<file path="src/rtl/uart_arb_pkg.sv">
// Shared constants and width helpers for the UART transmit arbiter.
// State encodings are plain 2-bit constants so legacy code can compare against them.
package uart_arb_pkg;

  localparam logic [1:0] ST_IDLE   = 2'd0;
  localparam logic [1:0] ST_STROBE = 2'd1;
  localparam logic [1:0] ST_SETTLE = 2'd2;

  function automatic int clog2(input int value);
    int result;
    result = 0;
    while ((1 << result) < value) begin
      result = result + 1;
    end
    return result;
  endfunction

  // Register width able to hold 0..value-1, never narrower than one bit.
  function automatic int cwidth(input int value);
    int w;
    w = clog2(value);
    return (w < 1) ? 1 : w;
  endfunction

endpackage

</file>
<file path="src/rtl/uart_rr_pick.sv">
// Combinational round-robin picker: first valid requester after last_grant_i,
// wrapping around so last_grant_i itself has the lowest priority.
module uart_rr_pick
  import uart_arb_pkg::*;
#(
  parameter int NREQ = 4
) (
  input  logic [NREQ-1:0]                      valid_i,
  input  logic [uart_arb_pkg::clog2(NREQ)-1:0] last_grant_i,
  output logic                                 found_o,
  output logic [uart_arb_pkg::clog2(NREQ)-1:0] idx_o
);

  localparam int IW = clog2(NREQ);

  int pos;

  // Scan from the farthest offset down so the nearest valid one wins.
  always_comb begin
    found_o = 1'b0;
    idx_o   = last_grant_i;
    pos     = 0;
    for (int k = NREQ; k >= 1; k--) begin
      pos = int'(last_grant_i) + k;
      if (pos >= NREQ) begin
        pos = pos - NREQ;
      end
      if (valid_i[IW'(pos)]) begin
        found_o = 1'b1;
        idx_o   = IW'(pos);
      end
    end
  end

endmodule

</file>
<file path="src/rtl/uart_tx_arbiter.sv">
// Shares one buart transmitter between NREQ byte producers with round-robin
// fairness, an optional packet lock, and a fixed settle gap after every write.
module uart_tx_arbiter
  import uart_arb_pkg::*;
#(
  parameter int NREQ         = 4,
  parameter int GAP          = 1,
  parameter int LOCK_TIMEOUT = 1023
) (
  input  logic                                 clk,
  input  logic                                 reset,
  input  logic [NREQ-1:0]                      req_valid,
  input  logic [8*NREQ-1:0]                    req_data,
  input  logic [NREQ-1:0]                      req_last,
  output logic [NREQ-1:0]                      req_ready,
  output logic                                 uart_wr,
  output logic [7:0]                           uart_data,
  input  logic                                 uart_busy,
  output logic [uart_arb_pkg::clog2(NREQ)-1:0] grant_id,
  output logic                                 locked
);

  localparam int IW = clog2(NREQ);
  localparam int GW = cwidth(GAP + 1);
  localparam int TW = cwidth(LOCK_TIMEOUT + 1);

  logic [1:0]    state_q, state_d;
  logic [GW-1:0] gap_q, gap_d;
  logic [TW-1:0] to_cnt_q, to_cnt_d;
  logic          locked_q, locked_d;
  logic [IW-1:0] grant_q, grant_d;
  logic [IW-1:0] win_q, win_d;
  logic          last_q, last_d;
  logic [7:0]    data_q, data_d;

  logic          pick_found;
  logic [IW-1:0] pick_idx;
  logic          owner_valid;
  logic          timeout_hit;
  logic          arb_locked;
  logic          cand_found;
  logic [IW-1:0] cand_id;

  uart_rr_pick #(
    .NREQ(NREQ)
  ) u_pick (
    .valid_i      (req_valid),
    .last_grant_i (grant_q),
    .found_o      (pick_found),
    .idx_o        (pick_idx)
  );

  assign owner_valid = req_valid[grant_q];
  assign timeout_hit = (LOCK_TIMEOUT != 0) && locked_q && !owner_valid &&
                       (to_cnt_q == TW'(LOCK_TIMEOUT));
  // A lapsing lock is dropped and the round-robin picker decides in the same cycle.
  assign arb_locked  = locked_q && !timeout_hit;
  assign cand_found  = arb_locked ? owner_valid : pick_found;
  assign cand_id     = arb_locked ? grant_q : pick_idx;

  always_comb begin
    state_d  = state_q;
    gap_d    = gap_q;
    to_cnt_d = to_cnt_q;
    locked_d = locked_q;
    grant_d  = grant_q;
    win_d    = win_q;
    last_d   = last_q;
    data_d   = data_q;
    case (state_q)
      ST_IDLE: begin
        if (locked_q && !owner_valid) begin
          if (timeout_hit) begin
            locked_d = 1'b0;
            to_cnt_d = '0;
          end else if (LOCK_TIMEOUT != 0) begin
            to_cnt_d = to_cnt_q + TW'(1);
          end
        end else begin
          to_cnt_d = '0;
        end
        if (!uart_busy && cand_found) begin
          data_d  = req_data[{cand_id, 3'b000} +: 8];
          win_d   = cand_id;
          last_d  = req_last[cand_id];
          state_d = ST_STROBE;
        end
      end
      ST_STROBE: begin
        locked_d = ~last_q;
        grant_d  = win_q;
        to_cnt_d = '0;
        if (GAP == 0) begin
          state_d = ST_IDLE;
        end else begin
          state_d = ST_SETTLE;
          gap_d   = GW'(GAP);
        end
      end
      ST_SETTLE: begin
        // buart raises busy a cycle or so late, so it is not trusted here.
        if (gap_q <= GW'(1)) begin
          gap_d   = '0;
          state_d = ST_IDLE;
        end else begin
          gap_d = gap_q - GW'(1);
        end
      end
      default: begin
        state_d = ST_IDLE;
      end
    endcase
  end

  always_ff @(posedge clk) begin
    if (reset) begin
      state_q  <= ST_IDLE;
      gap_q    <= '0;
      to_cnt_q <= '0;
      locked_q <= 1'b0;
      grant_q  <= IW'(NREQ - 1);
      win_q    <= '0;
      last_q   <= 1'b0;
      data_q   <= 8'h00;
    end else begin
      state_q  <= state_d;
      gap_q    <= gap_d;
      to_cnt_q <= to_cnt_d;
      locked_q <= locked_d;
      grant_q  <= grant_d;
      win_q    <= win_d;
      last_q   <= last_d;
      data_q   <= data_d;
    end
  end

  for (genvar gi = 0; gi < NREQ; gi++) begin : g_ready
    assign req_ready[gi] = (state_q == ST_STROBE) && (win_q == IW'(gi));
  end

  assign uart_wr   = (state_q == ST_STROBE);
  assign uart_data = data_q;
  assign grant_id  = grant_q;
  assign locked    = locked_q;

endmodule

</file>
<file path="config.mk">
export PLATFORM = sky130hd
export DESIGN_NAME = uart_tx_arbiter
export DESIGN_NICKNAME = d
export VERILOG_FILES = /design/src/rtl/uart_arb_pkg.sv /design/src/rtl/uart_rr_pick.sv /design/src/rtl/uart_tx_arbiter.sv
export SDC_FILE = /design/constraint.sdc
export NUM_CORES = 1
export LEC_CHECK = 0
export CORE_ASPECT_RATIO = 0.75
export CORE_MARGIN = 2
export CORE_UTILIZATION = 51
export DETAILED_ROUTE_END_ITERATION = 8
export HOLD_SLACK_MARGIN = 0.12
export MAX_ROUTING_LAYER = met4
export PLACE_DENSITY = 0.86
export SLEW_MARGIN = 20
export SYNTH_ARGS = -nofsm -noshare
export SYNTH_HDL_FRONTEND = slang
export SYNTH_SLANG_ARGS = --single-unit
</file>
<file path="constraint.sdc">
create_clock -name clk -period 4.3 [get_ports clk]
set_input_delay 0.86 -clock clk [delete_from_list [all_inputs] [get_ports clk]]
set_output_delay 0.86 -clock clk [all_outputs]
set_load 0.05 [all_outputs]
</file>
# Yosys cells after proc, flatten, opt, wreduce, memory -nomap -nowiden

Cells that the tools add are included.
Widths: inputs -> output; s select.

Register bits after elaboration: 27
Bits of input ports: 43
Word-level logic and storage cells: 100

Add/sub/neg operators: 10
$lt $le $gt $ge: 11
Eq/ne operators: 10
Shift operators: 1
Muxes and demuxes: 41
Bitwise logic cells: 1
Reduce and logical (&&, ||, !) cells: 18

Operators by type and width:

| operator              | number |
|---|---|
| $shiftx 32x6->8       | 1 |
| $mux 2                | 11 |
| $mux 10               | 2 |
| $pmux 10 s2           | 1 |
| $mux 1                | 18 |
| $lt 2x4->1 const B    | 4 |
| $bmux 1 s2            | 6 |
| $add 10x1->10 const B | 1 |
| $eq 10x10->1 const B  | 1 |
| $ge 3x3->1 const B    | 3 |
| $logic_and 1x1->1     | 8 |
| $ne 2x2->1 const B    | 4 |
| $sub 2x1->2 const B   | 4 |
| $add 2x2->3 const B   | 2 |
| $eq 2x2->1 const B    | 3 |
| $lt 2x3->1 const B    | 2 |
| $pmux 2 s3            | 1 |
| $add 2x3->4 const B   | 1 |
| $eq 2x1->1 const B    | 2 |
| $ge 4x3->1 const B    | 1 |
| $logic_not 2->1       | 2 |
| $pmux 1 s2            | 2 |
| $reduce_and 2->1      | 2 |
| $reduce_bool 2->1     | 2 |
| 6 further kinds       | 8 |

# Depth between registers and ports, before layout

Gate-level depths: netlist of run 1.

Depth in word-level cells: 14
Mapped depth: 9
Mapped depth without buffers: 7

# By module

From an unflattened synthesis of run 1, not the netlist that was laid out.

Cell total of the unflattened synthesis: 182
Area, all modules: 1610.3 um2

By module, submodules not included:

| module          | instances | cells an instance | area an instance (um2) |
|---|---|---|---|
| uart_tx_arbiter | 1         | 168               | 1527.7 |
| uart_rr_pick    | 1         | 14                | 82.6 |

# Least setup slack after synthesis of run 1

OpenSTA, ideal clock, no wires.

Path type: register -> register
Start: register grant_q[0], in the netlist grant_id[0]
End: register last_q
Data arrival time: 2.845 ns
Slack: 1.317 ns
Cell stages (with the launch flop): 9
Cells stage by stage: dfxtp_1 buf_6 mux4_2 o41a_1 nor4_4 a221o_1 buf_6 mux2i_1 o221ai_2

Cells in the longest elaborated chain, start to end: 13

RTL lines:

| item                                                                    | line                                         | source |
|---|---|---|
| start: declaration                                                      | uart_tx_arbiter.sv:31                        | `logic [IW-1:0] grant_q, grant_d;` |
| start signal: assignment                                                | uart_tx_arbiter.sv:121                       | `grant_q <= IW'(NREQ - 1);` |
| start signal: assignment                                                | uart_tx_arbiter.sv:130                       | `grant_q <= grant_d;` |
| $add 2x3->4                                                             | uart_rr_pick.sv:24                           | `pos = int'(last_grant_i) + k;` |
| $ge 4x3->1 / $sub 2x1->2 (equally long branches)                        | uart_rr_pick.sv:25, uart_rr_pick.sv:26       |  |
| $mux 2                                                                  | uart_rr_pick.sv:25                           | `if (pos >= NREQ) begin` |
| $bmux 1 s2                                                              | uart_rr_pick.sv:28                           | `if (valid_i[IW'(pos)]) begin` |
| $mux 1 (implied by the code) (2 in a row)                               | uart_rr_pick.sv:28                           |  |
| $mux 2 / $mux 1 (equally long branches) (4 in a row)                    | uart_rr_pick.sv:28                           |  |
| $mux 2 / $mux 1 (equally long branches)                                 | uart_tx_arbiter.sv:59, uart_tx_arbiter.sv:58 |  |
| $bmux 1 s2 / $logic_and 1x1->1 (equally long branches)                  | uart_tx_arbiter.sv:85, uart_tx_arbiter.sv:82 |  |
| $mux 1 (implied by the code) / $reduce_and 2->1 (equally long branches) | --                                           |  |
| end signal: assignment                                                  | uart_tx_arbiter.sv:132                       | `last_q <= last_d;` |
| end: declaration                                                        | uart_tx_arbiter.sv:33                        | `logic last_q, last_d;` |

Several ways; a longest one is shown, not always the timed one. The select of a mux whose other input is x is not followed.
A chain may end at the register's enable or synchronous reset.

# Worst setup path in the final report of run 1

Start: input port req_valid[3]
End: register data_q[5], in the netlist uart_data[5]

Cells in the longest elaborated chain, start to end: 10

RTL lines:

| item                                                                     | line                   | source |
|---|---|---|
| start: declaration                                                       | uart_tx_arbiter.sv:12  | `input logic [NREQ-1:0] req_valid,` |
| parallel branches: the longest is 10 deep, another holds $shiftx 32x6->8 | --                     |  |
| end signal: assignment                                                   | uart_tx_arbiter.sv:133 | `data_q <= data_d;` |
| end: declaration                                                         | uart_tx_arbiter.sv:34  | `logic [7:0] data_q, data_d;` |

Parallel ways; which one is timed is not known. The select of a mux whose other input is x is not followed.

==> impl_metrics.ini, run 1 <==
[floorplanning]
design.portCount = 59
fp-row-count = 19
fp.coreArea_um2 = 3661
die_y_um = 57.42
initial_core_util = 0.5301
die-area_um2 = 4320
die_x_um = 75.23

[synthesis]
post-synth-top-area-fraction = 0.2682
postSynthCellCount = 255
yosysUniqueCellTypes = 48
netlist_area_um2 = 1941
mappedNetlistNets = 299
post_synth.cell_area_avg_um2 = 7.610
synth_seq_cells = 26
synthMostInstantiatedCell = nand3_1
synth.area.top_cells = dfxtp_1 27%, nand3_1 8.3%, a21oi_1 6.4%
yosysWarnings = 0
primary_flip_flop_cell_chosen_by_synthesis_mapping = dfxtp_1
synth_cell_count_leaders = 32 x nand3_1, 26 x dfxtp_1, 25 x a21oi_1, 25 x nand2_1
async_s_r_ff_share_synth = 0
netlist.top_cell.by_area = dfxtp_1
synth-seq-area-share = 0.2682
synth_enable_flop_cells = 0

[timing]
relSlewSlack = 0.4650
tns_ps = 0
hold_viol_final = 0
fmax_mhz = 285.0
setup_viol = 0
fin_crit_sh = 0.8159
worst_pin_slew_ps = 801.4
unrepaired_setup_endpoints_after_global_routing = no
finalHoldWorstSlack_ps = 509.0
fin_worst_skew_ps = 6.722
slew_violations = 0
time_the_final_worst_path_needs_with_i_o_delays_and_setup_ps = 3508

[worst_setup_path]
cp.required_ps = 4440
crit_family = compound AO/OA/AOI/OAI gates
slowest_delay_ps = 570
cp_cell_sequence = clkdlybuf4s50_1, mux4_2, o41a_1, nor4_4, a221o_1, mux2i_1, o221ai_1
rrSetupSlack_ps = 950
worst_r2r_startpoint = grant_id[0]
setup.worst_path.start_class = input port
startpoint = req_valid[3]
path_depth = 7
crit_path_slowest_cell = mux4_2
worstSetupPathType = in2reg
critPathCaptureType = flop
worst-endpoint-arrival_ps = 3650
worst_setup_path_endpoint = uart_data[5]
critical_path.reg2reg.endpoint = uart_data[5]
critPathBufInv = 1
critical_path_peak_fanout = 10
reg2reg_depth = 6

[cells_and_area]
area_growth_pct = 35.65
post_route_cells_drive_above_1_share = 0.06818
n_fill_cell = 318
final_net_count = 353
finalInstanceArea_um2 = 2633
fin_cells = 360
n_antenna_cell = 0

[route]
dr_pass1_iterations = 6
remaining_drc_errors = 0
dr_total_vias = 2284
routed_wire_length_per_instance_um = 16.81
postRouteWirelength_um = 6052
vias_per_cell = 6.344
postRouteAntennaNets = 0
detail_route.iter0.violations = 253

[placement]
placed_cells_incl_taps = 356
post_dp_cell_area_um2 = 2561
final_replace_weighted_congestion = 0.8982
port-buffer-count = 58
post-dp-hpwl_um = 4277

[clocking]
max-clock-path-buffers = 2
cts_root_buffer = clkbuf_8
cts_resized = 0
clock_tree_from_tritoncts = yes
cts_num_sinks = 26
worst_setup_hold_path_clk_slew_ps = 90
post_cts_buffers = 0
clock_latency_reported_for_the_late_side_of_the_worst_skew_pair_ps = 280
cts_buf_count = 3
cts-htree-levels = 1
hold_buffers_post_cts = 0

[grt]
grt_antenna_before_repair = 0
vias_in_the_first_global_route = 1887
pin_count_of_the_biggest_net_entering_global_routing = 21
grt_pass1_wl_um = 9425
global_route.overflow_total = 0
global_route.usage.total = 0.2939

[power]
power_density_nw_per_um2 = 297.1
vdd_ir_drop_max_mv = 0.2456
cellLeakagePower_nw = 0.8892

[hold_path]
worstHoldPathType = reg2reg

[flow_run]
max_cap_violations = 0

[outcome]
result_of_the_run = complete, no violations
## metal layers
layer / vias up / wire, µm / track usage
li1: 1087 / - / -
met1: 1059 / 2823 / 0.4423
met2: 126 / 2656 / 0.3947
met3: 12 / 448 / 0.05477
met4: 0 / 124 / 0.09023
met5: - / 0 / -
## worst register-to-register path, cell delays in order (launching register included)
cell      delay [ps]
dfxtp_1          850
mux4_2           670
o41a_1           440
nor4_4           300
a221o_1          540
mux2i_1          270
o221ai_1         150
## cells in the final DEF (no fill, tap or decap), types with 2 or more instances in the layout
master,count
mux2i_1,10
a211o_1,2
inv_1,14
a41o_1,9
nor2_1,14
or3b_2,2
or4_1,3
o21ai_0,10
nor3_1,5
nor4_4,2
and3_1,4
nor2b_1,2
and4_1,2
nand3_1,32
a221oi_1,9
nor3b_1,2
clkdlybuf4s50_1,58
a211oi_1,3
or3_1,4
buf_4,7
dfxtp_1,26
clkbuf_8,3
nand2b_1,4
a21oi_1,25
o221ai_1,8
nand2_1,25
nand4_1,2
## layout make-up
| class | instances | area, µm² | area share |
|---|---|---|---|
| Multi-Input combinational cell | 198 | 1286 | 0.4886 |
| Clock inverter | 1 | 30.03 | 0.01141 |
| Timing Repair Buffer | 65 | 633.1 | 0.2405 |
| Clock buffer | 3 | 41.29 | 0.01568 |
| Inverter | 15 | 56.30 | 0.02139 |
| Tap cell | 52 | 65.06 | 0.02471 |
| Sequential cell | 26 | 520.5 | 0.1977 |
## stage by stage
step	util	setup WS, ps	total power [mW]
global placement	0.6996	658.2	0.5705
finish	0.7191	791.6	0.7821
CTS	0.7191	811.5	0.7844
floorplan	-	1317	0.4690
detailed placement	0.6996	587.8	0.5762
global route	0.7191	670.9	0.8159
## cell families after synthesis
kind of cell             synth area share
adder cells (fa/ha/maj)          0.006446
AND/OR/NAND/NOR                    0.3075
flip-flops                         0.2682
multiplexers                      0.06319
AO/OA/AOI/OAI                      0.2856
buffers and inverters             0.06898
## where the power goes
part	internal, mW	switching (mW)	total [mW]
registers	0.260	0.0217	0.281
logic	0.127	0.169	0.296
clock network	0.125	0.0804	0.205
total	0.511	0.271	0.782
## sequential cells by signal, summed over array words and instances, names as in the netlist
signal	count
state_q	2
last_q	1
grant_id	2
locked	1
win_q	2
uart_data	8
to_cnt_q	10
## worst min path at each step
stage | start | endpoint | cells past startpoint
2_1_floorplan | last_q | last_q | 2
3_3_place_gp | last_q | last_q | 2
3_5_place_dp | last_q | last_q | 2
4_1_cts | last_q | locked | 3
5_1_grt | last_q | last_q | 2
6_report | last_q | last_q | 2
No activity file was read; power rests on OpenSTA's default activity.
==> run 2, diff against run 1 <==
--- a/config.mk
+++ b/config.mk
@@ -7,11 +7,11 @@
 export LEC_CHECK = 0
 export CORE_ASPECT_RATIO = 0.75
 export CORE_MARGIN = 2
-export CORE_UTILIZATION = 51
+export CORE_UTILIZATION = 43
 export DETAILED_ROUTE_END_ITERATION = 8
 export HOLD_SLACK_MARGIN = 0.12
 export MAX_ROUTING_LAYER = met4
-export PLACE_DENSITY = 0.86
+export PLACE_DENSITY = 0.77
 export SLEW_MARGIN = 20
 export SYNTH_ARGS = -nofsm -noshare
 export SYNTH_HDL_FRONTEND = slang
==> constraint.sdc (replaced) <==
create_clock -name clk -period 2.9 [get_ports clk]
set_input_delay 0.58 -clock clk [delete_from_list [all_inputs] [get_ports clk]]
set_output_delay 0.58 -clock clk [all_outputs]
set_load 0.05 [all_outputs]
==> run 2 against run 1 <==
Effect of this change:
- flip-flop and latch count unchanged
- critical path depth stayed put
- non-clock buffer count rose by 18
- sequential power rose by 45%
- first-iteration DRC count rose by 32%
- total power increased by 56%
- count of clock-buffer cells in the layout unchanged
- hold slack improved by 12 ps
- via count rose by 2.3%
- wire length grew 3.6%
==> impl_metrics.ini, run 2 (synthesis results as in run 1) <==
[grt]
use_met1 = 0.3879
pin_count_of_the_biggest_net_entering_global_routing = 20
global_route.overflow_total = 0
use_met2 = 0.3238
vias_in_the_first_global_route = 1899
grt_antenna_before_repair = 0
global_route.usage.total = 0.2396
globalRouteMet3Util = 0.02180
grt_busiest_layer = met1
grt_pass1_wl_um = 9446

[timing]
fin_worst_skew_ps = 5.385
fin_crit_sh = 0.9979
relSlewSlack = 0.3394
final.setup.worst_slack_ps = 6.189
fmax_mhz = 345.6
time_the_final_worst_path_needs_with_i_o_delays_and_setup_ps = 2894
unrepaired_setup_endpoints_after_global_routing = yes
worst_pin_slew_ps = 983.3
slew_violations = 0
hold_viol_final = 0
setup_viol = 0

[placement]
final_replace_weighted_congestion = 0.8409
dp_slack_ps = -233.1
port-buffer-count = 58
post-dp-hpwl_um = 4466

[floorplanning]
design.portCount = 59
die_x_um = 81.57
initial_core_util = 0.4423
die_y_um = 62.18
fp.coreArea_um2 = 4388
die-area_um2 = 5072
fp-row-count = 21

[hold_path]
hold_path_startpoint = to_cnt_q[7]
worstHoldPathType = reg2reg
min_delay_path_depth = 2
worst_hold_path.endpoint = to_cnt_q[7]

[power]
power_density_nw_per_um2 = 431.9
cellLeakagePower_nw = 0.9876
vdd_ir_drop_max_mv = 0.3668
fin_total_pwr_mw = 1.219

[flow_run]
max_cap_violations = 0

[route]
postRouteAntennaNets = 0
vias_per_cell = 6.102
remaining_drc_errors = 0
postRouteWirelength_um = 6267
dr_pass1_iterations = 5
dr_total_vias = 2337
routed_wire_length_per_instance_um = 16.36
detail_route.iter0.violations = 335

[worst_setup_path]
reg2reg_depth = 7
critPathCaptureType = flop
worst-endpoint-arrival_ps = 3030
setup.worst_path.start_class = input port
critical_path_peak_fanout = 5
worstSetupPathType = in2reg
rrSetupSlack_ps = 300
cp_cell_sequence = clkdlybuf4s50_1, mux4_2, or4_1, a221o_2, buf_12, mux2i_2, o221ai_1
slowest_delay_ps = 530
worst_r2r_startpoint = to_cnt_q[0]
crit_path_slowest_cell = mux4_2
cp.required_ps = 3040
critical_path.reg2reg.endpoint = uart_data[7]

[clocking]
worst_setup_hold_path_clk_slew_ps = 90
cts-htree-levels = 1
clock_tree_from_tritoncts = yes
clock_latency_reported_for_the_late_side_of_the_worst_skew_pair_ps = 270
cts_num_sinks = 26
max-clock-path-buffers = 2
cts_root_buffer = clkbuf_8
cts_buf_count = 3
hold_buffers_post_cts = 0

[cells_and_area]
final_cell_mix = 58 x clkdlybuf4s50_1, 31 x nand3_1, 25 x nand2_1, 25 x a21oi_1, 25 x dfxtp_1
area_taken_by_multi_input_logic_gates_um2 = 1304
flip_flop_count_of_the_largest_register_all_copies_and_words_added = 10
n_fill_cell = 365
area_growth_pct = 45.45
final_net_count = 371
n_antenna_cell = 0
regArea_um2 = 521.8
reg_with_most_ffs = to_cnt_q
commonest_non_fill_non_tap_cell_in_the_layout = clkdlybuf4s50_1
post_route_cells_drive_above_1_share = 0.1380

[outcome]
result_of_the_run = complete, no violations
-- run 2: worst max-delay path by stage --
stage          depth (start not counted)           end  slack [ps]    startpoint
3_5_place_dp                           8  uart_data[4]        -230  req_valid[3]
6_report                               7  uart_data[7]           6  req_valid[3]
2_1_floorplan                          8        last_q          70   grant_id[1]
5_1_grt                                7  uart_data[7]         -60  req_valid[2]
4_1_cts                                8  uart_data[4]          20  req_valid[3]
3_3_place_gp                           8  uart_data[7]        -170  req_valid[3]
-- run 2: worst max-delay path, delay by kind of cell --
family	cells	cell delay [ps]
AO/OA/AOI/OAI	2	630
buffers and inverters	2	600
AND/OR/NAND/NOR	1	500
multiplexers	2	730
-- run 2: power by group --
group	internal [mW]	switching [mW]	leakage (nW)	total, mW
logic	0.230	0.279	0.740	0.509
registers	0.385	0.0220	0.212	0.407
clock network	0.185	0.119	0.0357	0.303
-- run 2: cell type report --
type	instances	share of cell area
clock inverters	1	0.01064
flip-flops and latches	26	0.1848
clock buffers	3	0.01463
repair buffers	83	0.2828
well taps	57	0.02527
inverters	15	0.01995
multi-input cells	198	0.4619
-- run 2: timing repair --
action,CTS,global route
hold endpoints to repair,0,0
setup endpoints to repair,0,5
setup buffers,0,0
gates resized for setup,0,5
-- run 2: through the flow --
step	hold WS [ps]	cell area [µm²]	setup TNS (ps)	util	instances
3_3_place_gp	486.5	2709	-1409	0.6173	378
3_5_place_dp	505.8	2709	-1974	0.6173	378
4_1_cts	517.8	2780	0	0.6336	382
2_1_floorplan	466.5	1942	0	-	255
6_report	520.9	2823	0	0.6433	383
5_1_grt	545.1	2823	-58.41	0.6433	383
-- run 2: routing by layer --
metal,vias to the layer above,part of all wire
li1,1119,-
met1,1060,0.46
met2,146,0.44
met3,12,0.092
met4,0,0.0088
met5,-,0
